===== config.mk =====
export PLATFORM = sky130hd
export DESIGN_NAME = hazard_ctrl_param
export DESIGN_NICKNAME = d
export VERILOG_FILES = /design/src/rtl/hazard_ctrl_param.sv
export SDC_FILE = /design/constraint.sdc
export NUM_CORES = 1
export LEC_CHECK = 0
export ABC_AREA = 1
export CAP_MARGIN = 20
export CORE_MARGIN = 2
export CORE_UTILIZATION = 38
export CTS_BUF_LIST = sky130_fd_sc_hd__clkbuf_8
export DETAILED_ROUTE_END_ITERATION = 7
export GPL_TIMING_DRIVEN = 1
export SLEW_MARGIN = 5
export SYNTH_ARGS = -nofsm -noshare
export SYNTH_HDL_FRONTEND = slang
export SYNTH_SLANG_ARGS = --single-unit

===== constraint.sdc =====
create_clock -name clk -period 4.33 [get_ports clk]
set_input_delay 0.6495 -clock clk [delete_from_list [all_inputs] [get_ports clk]]
set_output_delay 0.6495 -clock clk [all_outputs]
set_load 0.02 [all_outputs]

===== src/rtl/hazard_ctrl_param.sv =====
// Stateful hazard/stall controller for the in-order rv32i pipeline.
// Drives per-stage load/flush enables and saturating stall/flush counters.
module hazard_ctrl_param #(
  parameter int NUM_STAGES       = 5,
  parameter int BR_RESOLVE_STAGE = 2,
  parameter int LOAD_USE_BUBBLES = 1,
  parameter int REG_IDX_W        = 5,
  parameter int CNT_W            = 32
) (
  input  logic                  clk,
  input  logic                  rst,
  output logic                  inst_read,
  input  logic                  inst_resp,
  input  logic                  data_req,
  input  logic                  data_resp,
  input  logic                  ex_is_load,
  input  logic [REG_IDX_W-1:0]  ex_rd,
  input  logic [REG_IDX_W-1:0]  id_rs1,
  input  logic [REG_IDX_W-1:0]  id_rs2,
  input  logic                  id_uses_rs1,
  input  logic                  id_uses_rs2,
  input  logic                  redirect,
  output logic                  load_pc,
  output logic [NUM_STAGES-2:0] load_stage,
  output logic [NUM_STAGES-2:0] rst_stage,
  output logic [CNT_W-1:0]      stall_cnt,
  output logic [CNT_W-1:0]      flush_cnt
);

  localparam int NR = NUM_STAGES - 1;
  localparam logic [NR-1:0] ONES = '1;
  localparam logic [NR-1:0] REDIR_MASK =
    ONES >> (NR - BR_RESOLVE_STAGE);
  localparam logic [NR-1:0] STG0 = NR'(1);
  localparam logic [NR-1:0] STG1 = NR'(2);
  localparam logic [2:0] LU_INIT = 3'(LOAD_USE_BUBBLES - 1);

  typedef enum logic [1:0] {
    RUN,
    LU_STALL,
    SQUASH
  } state_e;

  state_e           state_q, state_d;
  logic [2:0]       lu_cnt_q, lu_cnt_d;
  logic [CNT_W-1:0] stall_cnt_q, stall_cnt_d;
  logic [CNT_W-1:0] flush_cnt_q, flush_cnt_d;
  logic             dmem_stall;
  logic             lu_hit;
  logic             flush_inc;

  assign dmem_stall = data_req & ~data_resp;
  assign lu_hit = ex_is_load & (ex_rd != '0) &
    ((id_uses_rs1 & (id_rs1 == ex_rd)) |
     (id_uses_rs2 & (id_rs2 == ex_rd)));

  always_comb begin
    state_d    = state_q;
    lu_cnt_d   = lu_cnt_q;
    flush_inc  = 1'b0;
    inst_read  = 1'b1;
    load_pc    = 1'b1;
    load_stage = '1;
    rst_stage  = '0;
    if (dmem_stall) begin
      load_pc    = 1'b0;
      load_stage = '0;
    end else if (state_q == SQUASH) begin
      load_pc   = 1'b0;
      rst_stage = STG0;
      if (inst_resp) begin
        flush_inc = 1'b1;
        state_d   = RUN;
      end
    end else if (redirect) begin
      rst_stage = REDIR_MASK;
      flush_inc = 1'b1;
      lu_cnt_d  = '0;
      state_d   = inst_resp ? RUN : SQUASH;
    end else if (state_q == LU_STALL || lu_hit) begin
      // IF/ID holds; a bubble enters ID/EX even if imem is still busy
      load_pc    = 1'b0;
      load_stage = ~STG0;
      rst_stage  = STG1;
      if (state_q == LU_STALL) begin
        lu_cnt_d = lu_cnt_q - 3'd1;
        if (lu_cnt_q == 3'd1) state_d = RUN;
      end else if (LOAD_USE_BUBBLES > 1) begin
        lu_cnt_d = LU_INIT;
        state_d  = LU_STALL;
      end
    end else if (!inst_resp) begin
      load_pc   = 1'b0;
      rst_stage = STG0;
    end
    if (!rst) begin
      inst_read  = 1'b0;
      load_pc    = 1'b0;
      load_stage = '0;
      rst_stage  = '1;
    end
    stall_cnt_d = stall_cnt_q;
    if (!load_pc && stall_cnt_q != '1)
      stall_cnt_d = stall_cnt_q + 1'b1;
    flush_cnt_d = flush_cnt_q;
    if (flush_inc && flush_cnt_q != '1)
      flush_cnt_d = flush_cnt_q + 1'b1;
  end

  always_ff @(posedge clk or negedge rst) begin
    if (!rst) begin
      state_q     <= RUN;
      lu_cnt_q    <= '0;
      stall_cnt_q <= '0;
      flush_cnt_q <= '0;
    end else begin
      state_q     <= state_d;
      lu_cnt_q    <= lu_cnt_d;
      stall_cnt_q <= stall_cnt_d;
      flush_cnt_q <= flush_cnt_d;
    end
  end

  assign stall_cnt = stall_cnt_q;
  assign flush_cnt = flush_cnt_q;

endmodule


==> results.py <==
metrics = {
    "route": {
        "vias_per_cell": 5.04,
        "drtAntennaViolNets": 0,
        "wirelength_um": 12600,
        "vias": 4522,
        "dr.pass1.iters": 5,
        "drt_iter0_markers": 296,
        "drc_errors": 0,
        "detail_route.wl_per_cell_um": 14.1,
    },
    "critical_path": {
        "crit_path_start_kind": "input pin",
        "required_ns": 3.68,
        "crit_type": "in -> out",
        "cp.buffers_inverters": 5,
        "r2r_setup_slack_ns": 2.01,
        "end_kind": "output pin",
        "crit_arrival_ns": 2.48,
        "cp_cell_sequence": "clkdlybuf4s50_1 > inv_1 > nand4_1 > o21ai_0 > inv_1 > nand2_1 > nand2_1 > nand2_1 > nand2_2 > inv_1 > clkdlybuf4s50_1",
        "crit_fanout": 3,
        "crit_family": "buffers and inverters",
        "cp_slowest_cell": "clkdlybuf4s50_1",
        "slowest_delay_ns": 0.60,
    },
    "status": {
        "status": "finished clean",
    },
    "sta": {
        "worst_pin_slew_ns": 0.610,
        "holdWs_ns": 0.300,
        "slew_headroom_pct": 59.0,
        "tns_ns": 0,
        "post-route-period-util_pct": 72.4,
        "maxSlewViolCount": 0,
        "min_period_ns": 3.13,
        "hold_viol": 0,
        "rsz0062_at_grt": "no",
        "fin_skew_ns": 0.0135,
        "fmaxAchievable_ghz": 0.319,
        "setup_viol": 0,
    },
    "power_and_ir_drop": {
        "power_density_nw_per_um2": 349,
        "p_leak_nw": 2.65,
        "vdd_drop_max_mv": 0.237,
    },
    "floorplan": {
        "initial_utilization_pct": 39.0,
        "num_rows": 39,
        "die-area_um2": 12600,
        "die_width_um": 112,
        "ios": 98,
        "core_um2": 11400,
        "die_h_um": 112,
    },
    "place": {
        "place.port_buffers": 97,
        "globalplace.congestion": 0.891,
        "hpwl_um": 9580,
        "placed_area_um2": 5480,
    },
    "clock_tree": {
        "numCtsBuffers": 9,
        "clock_sinks": 65,
        "insertion_delay_ns": 0.35,
        "cts_setup_buffers": 0,
        "cts.htree.levels": 3,
        "postCtsHoldBufs": 0,
        "cts_root_buf": "clkbuf_8",
        "cts_tree": "built",
        "postCtsResizedCells": 0,
        "clockBufferDepth": 2,
        "path_clk_slew_ns": 0.08,
    },
    "synthesis": {
        "syn_nets": 683,
        "syn_avg_cell_area_um2": 6.77,
        "synth_xor_area_share_pct": 9.84,
        "synth_top_family_by_area": "simple AND/OR/NAND/NOR gates",
        "ys_ff_latch": 65,
        "syn_area_um2": 4450,
        "ys_types": 28,
        "postSynthCellCount": 657,
        "synthMuxAreaShare_pct": 0,
        "synth_largest_area_cell": "dfrtp_1",
        "ys_warn_count": 0,
        "synthTopCellsByArea": "dfrtp_1, nand2_1, xor2_1, nand3_1, inv_1",
        "yosys.area_share.adder_pct": 0.562,
        "yosysTopAreaCellShare_pct": 36.5,
        "synth-compound-area-share_pct": 1.94,
        "ys_seq_area_share_pct": 36.5,
        "async_flop_share_pct": 100,
        "synth_edf_count": 0,
        "yosys.area_share.simple_pct": 42.1,
        "yosys_most_used_dff": "dfrtp_1",
    },
    "global_routing": {
        "grt.overflow.total": 0,
        "grt_pass1_wl_um": 21100,
        "grt_max_degree": 45,
        "grt_usage_pct": 20.6,
        "grt_pass1_vias": 4264,
        "grt_antenna_before_repair": 0,
    },
    "finish": {
        "area_growth_syn_to_layout_pct": 27.4,
        "final_area_um2": 5670,
        "final_common_cell": "nand2_1",
        "final_cell_mix": "nand2_1, clkdlybuf4s50_1, inv_1, dfrtp_1, nand3_1",
        "drive_above_1_share_pct": 4.24,
        "num_antenna_cells": 0,
        "nets": 776,
    },
    "flow_run": {
        "max_cap_viol_count": 0,
    },
    "hold_path": {
        "hold_path_class": "in -> async",
    },
}
-- Yosys cell counts, types with 3 or more instances --
cell type,instances
o21ai_0,7
xnor2_1,12
buf_2,5
xor2_1,38
nand2_1,255
nand2_2,3
buf_4,6
nand3b_1,6
nand4_1,13
nor3_2,3
buf_6,5
nand3_1,56
inv_1,67
o21ai_1,9
nor2_1,50
nor3_1,40
dfrtp_1,65
-- worst paths after layout --
path,cells after the start,start,end
min in group clk,2,flush_cnt[6],flush_cnt[6]
max in group asynchronous,2,rst,flush_cnt[29]
hold reg to reg,2,flush_cnt[6],flush_cnt[6]
setup reg to reg,10,stall_cnt[0],stall_cnt[24]
hold / removal,1,rst,flush_cnt[1]
setup / recovery,11,ex_rd[1],load_pc
-- registers in the layout, summed over array words and instances (netlist names) --
name / count
flush_cnt: 32
stall_cnt: 32
state_q: 1
-- cell families after synthesis --
family	Yosys count
buf+inv	88
flops	65
compound gates	17
simple gates	435
xor+xnor	50
fa+ha+maj	2
-- per-layer routing --
| metal | GRT usage, % | part of all wire [%] |
|---|---|---|
| met5 | 0 | 0 |
| met4 | 6.75 | 2.0 |
| met3 | 4.32 | 4.5 |
| met2 | 34.0 | 49 |
| met1 | 27.0 | 45 |
-- cell type report --
type | instances | area [um^2]
timing repair buffer | 100 | 988
sequential | 65 | 1630
clock buffer | 9 | 124
tap | 143 | 179
fill | 1179 | 5750
multi-input combinational | 504 | 2420
clock inverter | 7 | 63.8
inverter | 70 | 265
-- per-stage QoR --
step           power, mW  setup WS [ns]  util [%]  std cells
2_1_floorplan       1.20           2.09         -        657
3_3_place_gp        1.48           1.25      48.0        882
3_5_place_dp        1.49           1.19      48.0        882
4_1_cts             2.00           1.19      49.7        898
5_1_grt             2.10          0.974      49.7        898
6_report            1.98           1.20      49.7        898
-- power by group --
group          switching [mW]  leakage, nW  internal [mW]
registers               0.109        0.888          0.694
clock network           0.242        0.102          0.261
logic                   0.388         1.66          0.284
total                   0.739         2.65           1.24
(Power assumes the default switching activity.)
